## src/rtl/s2p_pkg.sv

```systemverilog
// s2p_pkg: shared definitions for the serial-to-parallel receiver.
//   - s2p_state_e   : receiver state encoding (ST_IDLE, ST_RECV, ST_DONE)
//   - S2P_CNT_W     : width of the received-bit counter and of S2P_Bit_Cnt
//   - S2P_SYNC_STAGES_DEF : default depth of each input synchroniser
//   - s2p_frame_err : bad-frame rule evaluated when a frame closes
package s2p_pkg;

  localparam int S2P_CNT_W           = 8;
  localparam int S2P_SYNC_STAGES_DEF = 2;

  typedef enum logic [1:0] {
    ST_IDLE = 2'd0,
    ST_RECV = 2'd1,
    ST_DONE = 2'd2
  } s2p_state_e;

  // A frame is bad when nothing was clocked in, when bits were dropped, or
  // when the count disagrees with the width latched at frame start. A
  // latched width of 0 or above the register size can never match a clean
  // count, so it is caught by the same comparison.
  function automatic logic s2p_frame_err(input logic [S2P_CNT_W-1:0] cnt,
                                         input logic [31:0]          width,
                                         input logic                 ovf);
    return ovf || (cnt == '0) || ({{(32-S2P_CNT_W){1'b0}}, cnt} != width);
  endfunction

endpackage

```

## src/rtl/s2p_sync_edge.sv

```systemverilog
// s2p_sync_edge: N-stage synchroniser for one asynchronous line, followed by
// one edge-detect register and registered rise/fall pulses.
// Ports:
//   clk     in   system clock
//   rst     in   synchronous active-low reset (clears the whole chain)
//   i_async in   asynchronous input line
//   o_level out  synchronised level
//   o_rise  out  one-cycle pulse after a synchronised 0->1 transition
//   o_fall  out  one-cycle pulse after a synchronised 1->0 transition
module s2p_sync_edge
  import s2p_pkg::*;
#(
  parameter int STAGES = S2P_SYNC_STAGES_DEF
) (
  input  logic clk,
  input  logic rst,
  input  logic i_async,
  output logic o_level,
  output logic o_rise,
  output logic o_fall
);

  logic [STAGES-1:0] r_sync;
  logic              r_prev;
  logic              r_rise;
  logic              r_fall;
  logic              w_level;

  assign w_level = r_sync[STAGES-1];

  always_ff @(posedge clk) begin
    if (!rst) begin
      r_sync <= '0;
      r_prev <= 1'b0;
      r_rise <= 1'b0;
      r_fall <= 1'b0;
    end else begin
      r_sync <= {r_sync[STAGES-2:0], i_async};
      r_prev <= w_level;
      r_rise <= w_level & ~r_prev;
      r_fall <= ~w_level & r_prev;
    end
  end

  assign o_level = w_level;
  assign o_rise  = r_rise;
  assign o_fall  = r_fall;

endmodule

```

## src/rtl/s2p_width_rc_module.sv

```systemverilog
// s2p_width_rc_module: oversampling serial-to-parallel receiver with a
// run-time frame width. Frames are bracketed by Serial_data_en; data is
// taken on each Serial_clk rising edge.
// Optional build macro: S2P_TIMEOUT_EN adds a watchdog that aborts a frame
// after TIMEOUT_CYCLES clk cycles without a serial-clock rising edge.
// Ports:
//   clk, rst        system clock, synchronous active-low reset
//   Serial_clk      serial clock (async, idle low)
//   Serial_data     serial data, valid at Serial_clk rise
//   Serial_data_en  frame enable, active high
//   S2P_DATA_Width  expected bit count, latched at frame start
//   S2P_DATA_OUT    received word, right-aligned, held until next frame end
//   S2P_Valid       one-cycle strobe when S2P_DATA_OUT updates
//   S2P_BUSY        high while a frame is being received
//   S2P_Err         one-cycle bad-frame pulse (with Valid, or on abort)
//   S2P_Bit_Cnt     bits captured in the last completed frame
//   o_dbg_state     current receiver state
//
// Handshake: S2P_Valid is a single-cycle push with no back-pressure; the
// word and S2P_Bit_Cnt are stable from that cycle until the next Valid.
module s2p_width_rc_module
  import s2p_pkg::*;
#(
  parameter int SHIFT_REG_WIDTH_MAX = 16,
  parameter int SYNC_STAGES         = S2P_SYNC_STAGES_DEF,
  parameter int FIRST_BIT_MSB       = 1,
  parameter int TIMEOUT_CYCLES      = 2000
) (
  input  logic                           clk,
  input  logic                           rst,
  input  logic                           Serial_clk,
  input  logic                           Serial_data,
  input  logic                           Serial_data_en,
  input  logic [31:0]                    S2P_DATA_Width,
  output logic [SHIFT_REG_WIDTH_MAX-1:0] S2P_DATA_OUT,
  output logic                           S2P_Valid,
  output logic                           S2P_BUSY,
  output logic                           S2P_Err,
  output logic [S2P_CNT_W-1:0]           S2P_Bit_Cnt,
  output s2p_state_e                     o_dbg_state
);

  localparam logic [S2P_CNT_W-1:0] CNT_MAX = S2P_CNT_W'(SHIFT_REG_WIDTH_MAX);
  localparam logic [S2P_CNT_W-1:0] CNT_SAT = S2P_CNT_W'(SHIFT_REG_WIDTH_MAX + 1);
  localparam int                   WARM_W  = SYNC_STAGES + 2;

  // ---------------- input synchronisers ----------------
  logic w_clk_rise, w_unused_clk_level, w_unused_clk_fall;
  logic w_en_level, w_en_rise, w_en_fall;
  logic [SYNC_STAGES-1:0] r_data_sync;
  logic w_data;

  s2p_sync_edge #(.STAGES(SYNC_STAGES)) u_sync_clk (
    .clk(clk), .rst(rst), .i_async(Serial_clk),
    .o_level(w_unused_clk_level), .o_rise(w_clk_rise), .o_fall(w_unused_clk_fall)
  );

  s2p_sync_edge #(.STAGES(SYNC_STAGES)) u_sync_en (
    .clk(clk), .rst(rst), .i_async(Serial_data_en),
    .o_level(w_en_level), .o_rise(w_en_rise), .o_fall(w_en_fall)
  );

  // Data needs no edge detect; it is one register younger than the clock
  // rise pulse, which is fine because data is stable for a whole phase.
  always_ff @(posedge clk) begin
    if (!rst) r_data_sync <= '0;
    else      r_data_sync <= {r_data_sync[SYNC_STAGES-2:0], Serial_data};
  end
  assign w_data = r_data_sync[SYNC_STAGES-1];

  // ---------------- state machine ----------------
  s2p_state_e r_state, w_state_nxt;
  logic       r_need_low;
  logic       w_start_ok, w_start, w_finish, w_abort, w_wd_expire;

  // An enable edge only opens a frame once the receiver has seen the line low.
  assign w_start_ok = w_en_rise && !r_need_low;

  always_ff @(posedge clk) begin
    if (!rst) r_state <= ST_IDLE;
    else      r_state <= w_state_nxt;
  end

  always_comb begin
    w_state_nxt = r_state;
    w_start     = 1'b0;
    w_finish    = 1'b0;
    w_abort     = 1'b0;
    case (r_state)
      ST_IDLE: begin
        if (w_start_ok) begin
          w_start     = 1'b1;
          w_state_nxt = ST_RECV;
        end
      end
      ST_RECV: begin
        if (w_en_fall) begin
          w_finish    = 1'b1;
          w_state_nxt = ST_DONE;
        end else if (w_wd_expire) begin
          w_abort     = 1'b1;
          w_state_nxt = ST_IDLE;
        end
      end
      ST_DONE: begin
        if (w_start_ok) begin
          w_start     = 1'b1;
          w_state_nxt = ST_RECV;
        end else begin
          w_state_nxt = ST_IDLE;
        end
      end
      default: w_state_nxt = ST_IDLE;
    endcase
  end

  // ---------------- optional watchdog ----------------
`ifdef S2P_TIMEOUT_EN
  localparam int WD_W = $clog2(TIMEOUT_CYCLES + 1);
  logic [WD_W-1:0] r_wd;

  always_ff @(posedge clk) begin
    if (!rst)                                r_wd <= '0;
    else if (r_state != ST_RECV || w_clk_rise) r_wd <= '0;
    else                                     r_wd <= r_wd + WD_W'(1);
  end

  assign w_wd_expire = (r_state == ST_RECV) && !w_clk_rise &&
                       (r_wd == WD_W'(TIMEOUT_CYCLES - 1));
`else
  // No watchdog in this build; the parameter stays in the interface so both
  // builds instantiate identically.
  assign w_wd_expire = 1'b0 && (TIMEOUT_CYCLES != 0);
`endif

  // ---------------- capture datapath ----------------
  logic [SHIFT_REG_WIDTH_MAX-1:0] r_shift, w_shift_nxt;
  logic [S2P_CNT_W-1:0]           r_cnt, w_cnt_nxt;
  logic                           r_ovf, w_ovf_nxt;
  logic [31:0]                    r_width;
  logic [SHIFT_REG_WIDTH_MAX-1:0] r_data_out;
  logic [S2P_CNT_W-1:0]           r_bit_cnt;
  logic                           r_valid, r_err;
  logic [WARM_W-1:0]              r_warm;

  // Next shift/count values include a bit captured in the same cycle as the
  // enable fall, so the closing frame always sees it.
  always_comb begin
    w_shift_nxt = r_shift;
    w_cnt_nxt   = r_cnt;
    w_ovf_nxt   = r_ovf;
    if (r_state == ST_RECV && w_clk_rise) begin
      if (r_cnt < CNT_MAX) begin
        if (FIRST_BIT_MSB != 0) begin
          w_shift_nxt = {r_shift[SHIFT_REG_WIDTH_MAX-2:0], w_data};
        end else begin
          for (int i = 0; i < SHIFT_REG_WIDTH_MAX; i++) begin
            if (r_cnt == S2P_CNT_W'(i)) w_shift_nxt[i] = w_data;
          end
        end
        w_cnt_nxt = r_cnt + S2P_CNT_W'(1);
      end else begin
        w_ovf_nxt = 1'b1;
        w_cnt_nxt = CNT_SAT;
      end
    end
  end

  always_ff @(posedge clk) begin
    if (!rst) begin
      r_shift    <= '0;
      r_cnt      <= '0;
      r_ovf      <= 1'b0;
      r_width    <= '0;
      r_data_out <= '0;
      r_bit_cnt  <= '0;
      r_valid    <= 1'b0;
      r_err      <= 1'b0;
      r_warm     <= '0;
      r_need_low <= 1'b1;
    end else begin
      r_valid <= w_finish;
      r_err   <= (w_finish && s2p_frame_err(w_cnt_nxt, r_width, w_ovf_nxt)) || w_abort;
      if (w_start) begin
        r_width <= S2P_DATA_Width;
        r_shift <= '0;
        r_cnt   <= '0;
        r_ovf   <= 1'b0;
      end else begin
        r_shift <= w_shift_nxt;
        r_cnt   <= w_cnt_nxt;
        r_ovf   <= w_ovf_nxt;
      end
      if (w_finish) begin
        r_data_out <= w_shift_nxt;
        r_bit_cnt  <= w_cnt_nxt;
      end
      // The synchroniser restarts from zero after reset, so a level low is
      // only trusted once the chain and edge registers have refilled; until
      // then an enable held high through reset would look like a new edge.
      r_warm <= {r_warm[WARM_W-2:0], 1'b1};
      if (w_abort)                             r_need_low <= 1'b1;
      else if (r_warm[WARM_W-1] && !w_en_level) r_need_low <= 1'b0;
    end
  end

  assign S2P_DATA_OUT = r_data_out;
  assign S2P_Bit_Cnt  = r_bit_cnt;
  assign S2P_Valid    = r_valid;
  assign S2P_Err      = r_err;
  assign S2P_BUSY     = (r_state == ST_RECV);
  assign o_dbg_state  = r_state;

endmodule

```

## config.mk

```make
export PLATFORM = sky130hd
export DESIGN_NAME = s2p_width_rc_module
export DESIGN_NICKNAME = d
export VERILOG_FILES = /design/src/rtl/s2p_pkg.sv /design/src/rtl/s2p_sync_edge.sv /design/src/rtl/s2p_width_rc_module.sv
export SDC_FILE = /design/constraint.sdc
export NUM_CORES = 1
export LEC_CHECK = 0
export BUFFER_PORTS_ARGS = -buffer_cell sky130_fd_sc_hd__buf_2
export CAP_MARGIN = 20
export CORE_ASPECT_RATIO = 0.75
export CORE_MARGIN = 8
export CORE_UTILIZATION = 59
export DETAILED_ROUTE_END_ITERATION = 6
export GPL_ROUTABILITY_DRIVEN = 0
export GPL_TIMING_DRIVEN = 0
export PLACE_DENSITY = 0.83
export SETUP_SLACK_MARGIN = 0.1
export SYNTH_ARGS = -nofsm -noshare
export SYNTH_HDL_FRONTEND = slang
export SYNTH_HIERARCHICAL = 1
export SYNTH_SLANG_ARGS = --single-unit
export TNS_END_PERCENT = 100
```

## constraint.sdc

```tcl
create_clock -name clk -period 7.4 [get_ports clk]
set_input_delay 0.37 -clock clk [delete_from_list [all_inputs] [get_ports clk]]
set_output_delay 0.37 -clock clk [all_outputs]
set_load 0.01 [all_outputs]
```

==> results of run 1 <==
critical path: cells and delay by family (launching register included):
| family | cells | cell delay (ps) |
|---|---|---|
| simple gates | 3 | 1440 |
| flops | 1 | 380 |
| compound gates | 3 | 640 |
metal layers:
metal  vias up  track usage, %  routed length [microns]  part of all wire (%)
met3        20            6.07                      605                   7.0
met1      1447            25.1                     4010                    46
li1       1560               -                        -                     -
met4         0            5.75                      110                   1.3
met2       122            29.7                     3930                    45
met5         -               0                        0                     0
power breakdown:
part           internal [mW]  switching, mW
Clock                  0.229          0.191
Sequential             0.547        0.00147
Combinational         0.0136         0.0130
Total                  0.789          0.205
area by class of cell:
class,count,area share (%)
inverters,3,0.249
flip-flops and latches,101,44.8
clock inverters,6,2.63
well taps,81,2.24
repair buffers,65,7.20
clock buffers,10,2.82
multi-input cells,281,37.9
plain buffers,26,2.19
per-stage QoR:
step	cell area (sq um)	hold WS, ps
2_1_floorplan	3840	398
3_3_place_gp	4270	414
3_5_place_dp	4270	421
4_1_cts	4520	197
5_1_grt	4520	204
6_report	4520	208
state kept, by name, indices dropped and copies added, names as in the netlist:
register           cells
r_need_low             1
S2P_Err                1
r_data_sync            2
r_width               32
o_dbg_state            2
S2P_Valid              1
r_warm                 4
u_sync_en/o_rise       1
S2P_Bit_Cnt            8
S2P_DATA_OUT          16
u_sync_en/r_prev       1
r_ovf                  1
u_sync_clk/r_prev      1
u_sync_en/r_sync       2
u_sync_clk/r_sync      2
u_sync_en/o_fall       1
u_sync_clk/o_rise      1
r_shift               16
r_cnt                  8
worst paths after layout:
check                               startpoint                  end  slack [ps]  cells after the start
worst min-delay path            Serial_data_en  u_sync_en/r_sync[0]         210                      2
worst max-delay path                  r_cnt[7]              S2P_Err        4830                      6
worst max register to register        r_cnt[7]              S2P_Err        4830                      6
worst min register to register       r_warm[0]            r_warm[1]         440                      1
==> impl_metrics.toml, run 1 <==
[run_status]
run_status = "finished, final reports clean"

[setup_path]
crit_path_start_kind = "flop"
crit_path_max_fanout = 10
delay_contributed_by_the_slowest_stage_of_the_critical_path_ps = 510
critPathSlowestCell = "or4_1"
crit_chain = "nor4_1 -> nand2_1 -> o22ai_1 -> o22ai_1 -> or4_1 -> o31a_1"
arrival_ps = 2820
critPathMostFrequentCell = "o22ai_1"
timing.critical_path.to_type = "flop"
critical_path_class = "reg -> reg"
worst_ep_required_time_ps = 7660

[timing]
max-slew-margin-rel_pct = 63.3
timing.final.ws_setup_ps = 4830
finalHoldViolCount = 0
tightestPinTransition_ps = 550
finalSetupViolCount = 0
final_cycle_share_pct = 34.7
totalNegativeSetupSlack_ps = 0
finClkSkew_ps = 7.81
fmax_mhz = 390
timing.final.max_slew_violations = 0
period_minus_slack_ps = 2570
unrepaired_setup_endpoints_after_global_routing = "false"

[clock_network]
cts_buffers = 9
clock_insertion_delay_worst_skew_ps = 370
cts_max_path_buffers = 2
post-cts-setup-buffer-count = 0
postCtsResizedCells = 0
cts_max_level = 3
holdBufCountCts = 0
clk_transition_reported_paths_ps = 100
clkSinkCount = 101
clock_tree.root_cell = "clkbuf_8"
tritoncts_clock_tree = "done"

[finish]
final_cell_utilization_of_the_core_pct = 71.5
layout.area.seq_sq_um = 2020
fillerInstances = 470
area_growth_pct = 17.5
mostFrequentLayoutCells = "101 x dfxtp_1, 96 x nand2_1, 66 x buf_2"
num-nets-final = 525
multi_input_area_sq_um = 1710
antenna_cell_count = 0
mostFrequentLayoutCell = "dfxtp_1"
layout.cells.non_filler = 573
drive_gt1_share_pct = 18.7

[global_routing]
grt_first_pass_wirelength_microns = 14400
initial_antenna_violation_count = 0
grt.overflow.total = 0
vias_in_the_first_global_route = 3058
grtUsageTotal_pct = 19.2
pin_count_of_the_biggest_net_entering_global_routing = 18

[floorplan]
design.die.area_sq_um = 9380
initial_util_pct = 60.9
pin_count = 66
die_h_microns = 85.9
floorplan.rows = 25
fp.dieW_microns = 109
core_area_sq_um = 6320

[detailed_routing]
drt-vias-per-instance = 5.50
wl_microns = 8650
antenna_left = 0
drcViolationCount = 0
dr.first_iter.drc_count = 191
vias = 3149
number_of_detailed_routing_iterations_run_before_antenna_repair = 6
wl_per_cell_microns = 15.1

[power]
power_leakage_nw = 2.10
report.power.total_mw = 0.994
p_per_area_nw_per_um2 = 220
ir_worst_vdd_v = 0.000153

[placed_design]
place_hpwl_microns = 6390
placement.setup.worst_slack_ps = 4880
place_inst = 557
io_buffer_count = 65

[logic_synthesis]
mappedNetlistArea_sq_um = 3840
avgSynthCellArea_sq_um = 9.36
post_synth_net_total = 449
synth-warning-count = 6
gate_count_post_synth = 411

[flow_run]
max-cap-violations = 0

[min_path]
worstHoldPathType = "in -> reg"
Note: power is estimated with default switching activity, not from simulation.
==> run 2: changes to the inputs <==
- CORE_UTILIZATION: 59 -> 55
- PLACE_DENSITY: 0.83 -> 0.78
- clock period: 7.4 -> 2.6 ns (I/O delays scaled with it)
==> run 2 against run 1 <==
  * Non-clock buffer count increased by 31
  * Total power increased to 2.6 times the previous value
  * Register-to-register slack got worse by 4700 ps
  * Critical path depth increased by 1
  * First-iteration DRC count increased by 7.9%
  * Sequential cell count unchanged
  * Hold slack got worse by 200 ps
  * The run now ends with design-rule violations left
  * Largest power group unchanged
  * Wire length increased by 5.2%
  * Via count increased by 5.2%
  * Clock skew increased by 1.4 ps
  * Count of clock-buffer cells in the layout decreased by 1
==> impl_metrics.toml, run 2 (synthesis results as in run 1) <==
[run_status]
run_status = "finished, violations left"
violations = "design-rule violations"

[clock_network]
cts_buffers = 9
tritoncts_clock_tree = "done"
post-cts-setup-buffer-count = 0
clock_insertion_delay_worst_skew_ps = 370
clkSinkCount = 101
clock_tree.root_cell = "clkbuf_8"
cts_max_level = 3
cts_max_path_buffers = 2
clk_transition_reported_paths_ps = 100

[setup_path]
crit_path_start_kind = "flop"
worst_ep_required_time_ps = 2860
crit_chain = "or4_1 -> clkbuf_1 -> o22ai_2 -> xor2_1 -> o21ai_0 -> or4_1 -> o31a_1"
timing.critical_path.to_type = "flop"
critPathSlowestCell = "or4_1"
delay_contributed_by_the_slowest_stage_of_the_critical_path_ps = 530
arrival_ps = 2680
crit_path_max_fanout = 7
critical_path.reg2reg.startpoint = "r_cnt[7]"
critical_path_class = "reg -> reg"
reg2reg_depth = 7
timing.rr.end = "S2P_Err"
top_family_by_delay_on_critical_path = "simple AND/OR/NAND/NOR gates"
critPathMostFrequentCell = "or4_1"
critical_path_buf_inv_count = 1
reg2reg_setup_slack_ps = 180

[detailed_routing]
drcViolationCount = 1
number_of_detailed_routing_iterations_run_before_antenna_repair = 7
wl_microns = 9100
dr.first_iter.drc_count = 206
vias = 3312
drt-vias-per-instance = 5.46
wl_per_cell_microns = 15.0
antenna_left = 0

[finish]
largest-register = "r_width"
fillerInstances = 493
drive_gt1_share_pct = 18.5
post-route-cell-area_sq_um = 4790
antenna_cell_count = 0
largest_register_ffs = 32
area_growth_pct = 24.6
mostFrequentLayoutCells = "100 x dfxtp_1, 95 x nand2_1, 66 x buf_2"
multi_input_area_sq_um = 1720
mostFrequentLayoutCell = "dfxtp_1"
num-nets-final = 556
layout.area.seq_sq_um = 2020

[flow_run]
max-cap-violations = 0

[timing]
period_minus_slack_ps = 2420
tightestPinTransition_ps = 495
max-slew-margin-rel_pct = 67.0
unrepaired_setup_endpoints_after_global_routing = "false"
finClkSkew_ps = 9.22
finalHoldViolCount = 0
totalNegativeSetupSlack_ps = 0
finalSetupViolCount = 0
fmax_mhz = 414
timing.final.max_slew_violations = 0
final_cycle_share_pct = 93.0

[power]
ir_worst_vdd_v = 0.000328
p_per_area_nw_per_um2 = 549
power_leakage_nw = 2.21

[global_routing]
grt.overflow.total = 0
pin_count_of_the_biggest_net_entering_global_routing = 20
grtUsageTotal_pct = 18.8
vias_in_the_first_global_route = 3166
initial_antenna_violation_count = 0
grt_first_pass_wirelength_microns = 15000

[floorplan]
initial_util_pct = 56.6
pin_count = 66
floorplan.rows = 26
fp.dieW_microns = 113
design.die.area_sq_um = 9950
die_h_microns = 88.4
core_area_sq_um = 6800

[min_path]
hold_path_depth = 3
min-delay-start = "S2P_DATA_Width[7]"
timing.hold.worst_endpoint = "r_width[7]"
worstHoldPathType = "in -> reg"

[placed_design]
dpl_cell_area_sq_um = 4280
io_buffer_count = 65
place_hpwl_microns = 6450
==> run 2: through the flow <==
step           setup WS [ps]  hold slack (ps)  instances  total power [mW]  utilization [%]
4_1_cts                  109            0.435        607              2.65             70.3
3_3_place_gp             115              339        560              1.67             62.9
5_1_grt                  104             8.53        607              2.72             70.4
3_5_place_dp             110              339        560              1.67             62.9
2_1_floorplan            257              158        411              1.63                -
6_report                 183             7.95        607              2.63             70.4
==> run 2: metal layers <==
metal | wire [microns] | up-vias | global-route usage (%) | share of wire, %
li1 | - | 1626 | - | -
met1 | 4040 | 1568 | 23.2 | 44
met2 | 4200 | 97 | 30.0 | 46
met3 | 616 | 21 | 6.20 | 6.8
met4 | 235 | 0 | 7.44 | 2.6
met5 | 0 | - | 0 | 0
==> run 2: what timing repair did <==
action	CTS	global route
pin swaps	3	0
setup endpoints to repair	1	1
endpoints found under the hold margin	31	0
hold buffers	31	0
resized for setup	1	4
==> run 2: worst max-delay path by stage <==
stage | startpoint | cells after the start | endpoint
global route | r_cnt[7] | 7 | S2P_Err
detailed placement | r_width[29] | 6 | S2P_Err
global placement | r_width[29] | 6 | S2P_Err
finish | r_cnt[7] | 7 | S2P_Err
floorplan | r_width[29] | 6 | S2P_Err
CTS | r_cnt[7] | 6 | S2P_Err
==> run 2: final cells by class <==
type,instances,area share (%)
clock buffers,9,2.59
inverters,3,0.235
multi-input cells,281,35.9
clock inverters,7,1.44
flip-flops and latches,101,42.2
repair buffers,96,13.3
plain buffers,26,2.09
well taps,84,2.19
==> run 2: where the power goes <==
| part | switching (mW) | internal (mW) | total (mW) | leakage, nW |
|---|---|---|---|---|
| Sequential | 0.00393 | 1.56 | 1.56 | 0.816 |
| Combinational | 0.0442 | 0.0688 | 0.113 | 1.29 |
| Clock | 0.579 | 0.374 | 0.954 | 0.0968 |
| Total | 0.628 | 2.00 | 2.63 | 2.21 |
==> run 2: tightest hold or removal path, cell delays in order <==
cell and delay (ps):
buf_2 100, nand2_1 60, a21boi_1 50
==> run 3: changes to the inputs <==
- SETUP_SLACK_MARGIN: 0.1 -> 0.5
==> run 3 against run 2 <==
  * The run now ends clean
  * Clock power hardly changed
  * First-iteration DRC count is 6.3% higher
  * Critical path depth decreased by 1
  * Worst setup slack got worse by 13 ps
  * Utilization increased by 0.57 points
  * Sequential share of layout area fell by 0.34 points
  * Wire length is 0.27% lower
  * Largest cell class unchanged
==> impl_metrics.toml, run 3 (synthesis results as in run 1) <==
[min_path]
timing.hold.worst_endpoint = "r_width[0]"
min-delay-start = "S2P_DATA_Width[0]"
worstHoldPathType = "in -> reg"
hold_path_depth = 3

[global_routing]
grt_first_pass_wirelength_microns = 15100
pin_count_of_the_biggest_net_entering_global_routing = 21
met1_usage_pct = 23.6
grt.busiest_layer = "met2"
grt.overflow.total = 0
grtUsageTotal_pct = 18.7
vias_in_the_first_global_route = 3173
global_route.usage.met2_pct = 31.4
grt.met3_usage_pct = 4.43
initial_antenna_violation_count = 0

[finish]
post-route-cell-area_sq_um = 4830
largest-register = "r_width"
num-nets-final = 555
mostFrequentLayoutCells = "100 x dfxtp_1, 95 x nand2_1, 67 x buf_2"
area_growth_pct = 25.6
mostFrequentLayoutCell = "dfxtp_1"
drive_gt1_share_pct = 19.9
antenna_cell_count = 0
fillerInstances = 527
largest_register_ffs = 32

[detailed_routing]
drcViolationCount = 0
antenna_left = 0
dr.first_iter.drc_count = 219
wl_microns = 9080
vias = 3257
number_of_detailed_routing_iterations_run_before_antenna_repair = 5
drt-vias-per-instance = 5.37
wl_per_cell_microns = 15.0

[clock_network]
clock_insertion_delay_worst_skew_ps = 360
cts_max_level = 3
clock_tree.root_cell = "clkbuf_8"
clkSinkCount = 101
cts_max_path_buffers = 2
cts_buffers = 9
tritoncts_clock_tree = "done"
clk_transition_reported_paths_ps = 100

[floorplan]
design.die.area_sq_um = 9950
initial_util_pct = 56.6
floorplan.rows = 26
die_h_microns = 88.4
fp.dieW_microns = 113
core_area_sq_um = 6800
pin_count = 66

[setup_path]
worst_ep_required_time_ps = 2860
timing.rr.end = "S2P_Err"
critical_path.reg2reg.startpoint = "r_width[8]"
reg2reg_depth = 6
crit_path_max_fanout = 2
reg2reg_setup_slack_ps = 170
crit_path_start_kind = "flop"
timing.critical_path.to_type = "flop"
critical_path_class = "reg -> reg"
arrival_ps = 2690

[timing]
tightestPinTransition_ps = 498
max-slew-margin-rel_pct = 66.8
period_minus_slack_ps = 2430
totalNegativeSetupSlack_ps = 0
finalSetupViolCount = 0
fmax_mhz = 412
finalHoldViolCount = 0
finClkSkew_ps = 9.32
timing.final.max_slew_violations = 0
post_route_worst_hold_slack_ps = 3.44
final_cycle_share_pct = 93.5
unrepaired_setup_endpoints_after_global_routing = "true"

[placed_design]
io_buffer_count = 65
dpl_cell_area_sq_um = 4280
place_hpwl_microns = 6460

[run_status]
run_status = "finished, final reports clean"

[power]
ir_worst_vdd_v = 0.000385
p_per_area_nw_per_um2 = 544
report.power.total_mw = 2.63
power_leakage_nw = 2.20

[flow_run]
max-cap-violations = 0
-- run 3: metrics by stage --
step | setup WS [ps] | cells | util (%)
global route | 92.5 | 606 | 71.0
detailed placement | 126 | 560 | 62.9
floorplan | 432 | 411 | -
finish | 170 | 606 | 71.0
global placement | 181 | 560 | 62.9
CTS | 186 | 605 | 70.2
-- run 3: layout make-up --
| type | count | area (sq um) | area share (%) |
|---|---|---|---|
| Sequential cell | 101 | 2020 | 41.9 |
| Clock inverter | 7 | 72.6 | 1.50 |
| Multi-Input combinational cell | 281 | 1750 | 36.3 |
| Tap cell | 84 | 105 | 2.18 |
| Clock buffer | 9 | 124 | 2.57 |
| Inverter | 3 | 11.3 | 0.233 |
| Timing Repair Buffer | 95 | 623 | 12.9 |
| Buffer | 26 | 115 | 2.38 |
-- run 3: worst max-delay path by stage --
stage	endpoint	start	depth (start not counted)	slack [ps]
5_1_grt	S2P_Err	o_dbg_state[0]	8	90
3_5_place_dp	S2P_Err	o_dbg_state[0]	7	130
2_1_floorplan	S2P_Err	r_width[8]	6	430
4_1_cts	S2P_Err	r_width[8]	6	190
6_report	S2P_Err	r_width[8]	6	170
3_3_place_gp	S2P_Err	r_cnt[7]	6	180
-- run 3: per-layer routing --
layer  wire length, microns  share of wire [%]
met2                   4290                 47
met5                      0                  0
met4                    111                1.2
met1                   4190                 46
met3                    490                5.4
-- run 3: power by group --
part           internal, mW  switching [mW]
clock network         0.378           0.578
logic                0.0669          0.0436
registers              1.56         0.00419
total                  2.00           0.626
-- run 3: what timing repair did --
item | 4_1_cts | 5_1_grt
gates resized for setup | 5 | 13
endpoints found under the setup margin | 15 | 24
hold endpoints to repair | 29 | 0
hold buffers | 29 | 0
setup buffers | 0 | 1
pin swaps | 0 | 1
-- run 3: worst max-delay path, stage by stage, from the launching register on --
cell and delay, ps:
dfxtp_1 340, or4_4 560, a2111oi_4 230, nand4_1 180, a221o_1 280, or4_1 470, o31a_1 270
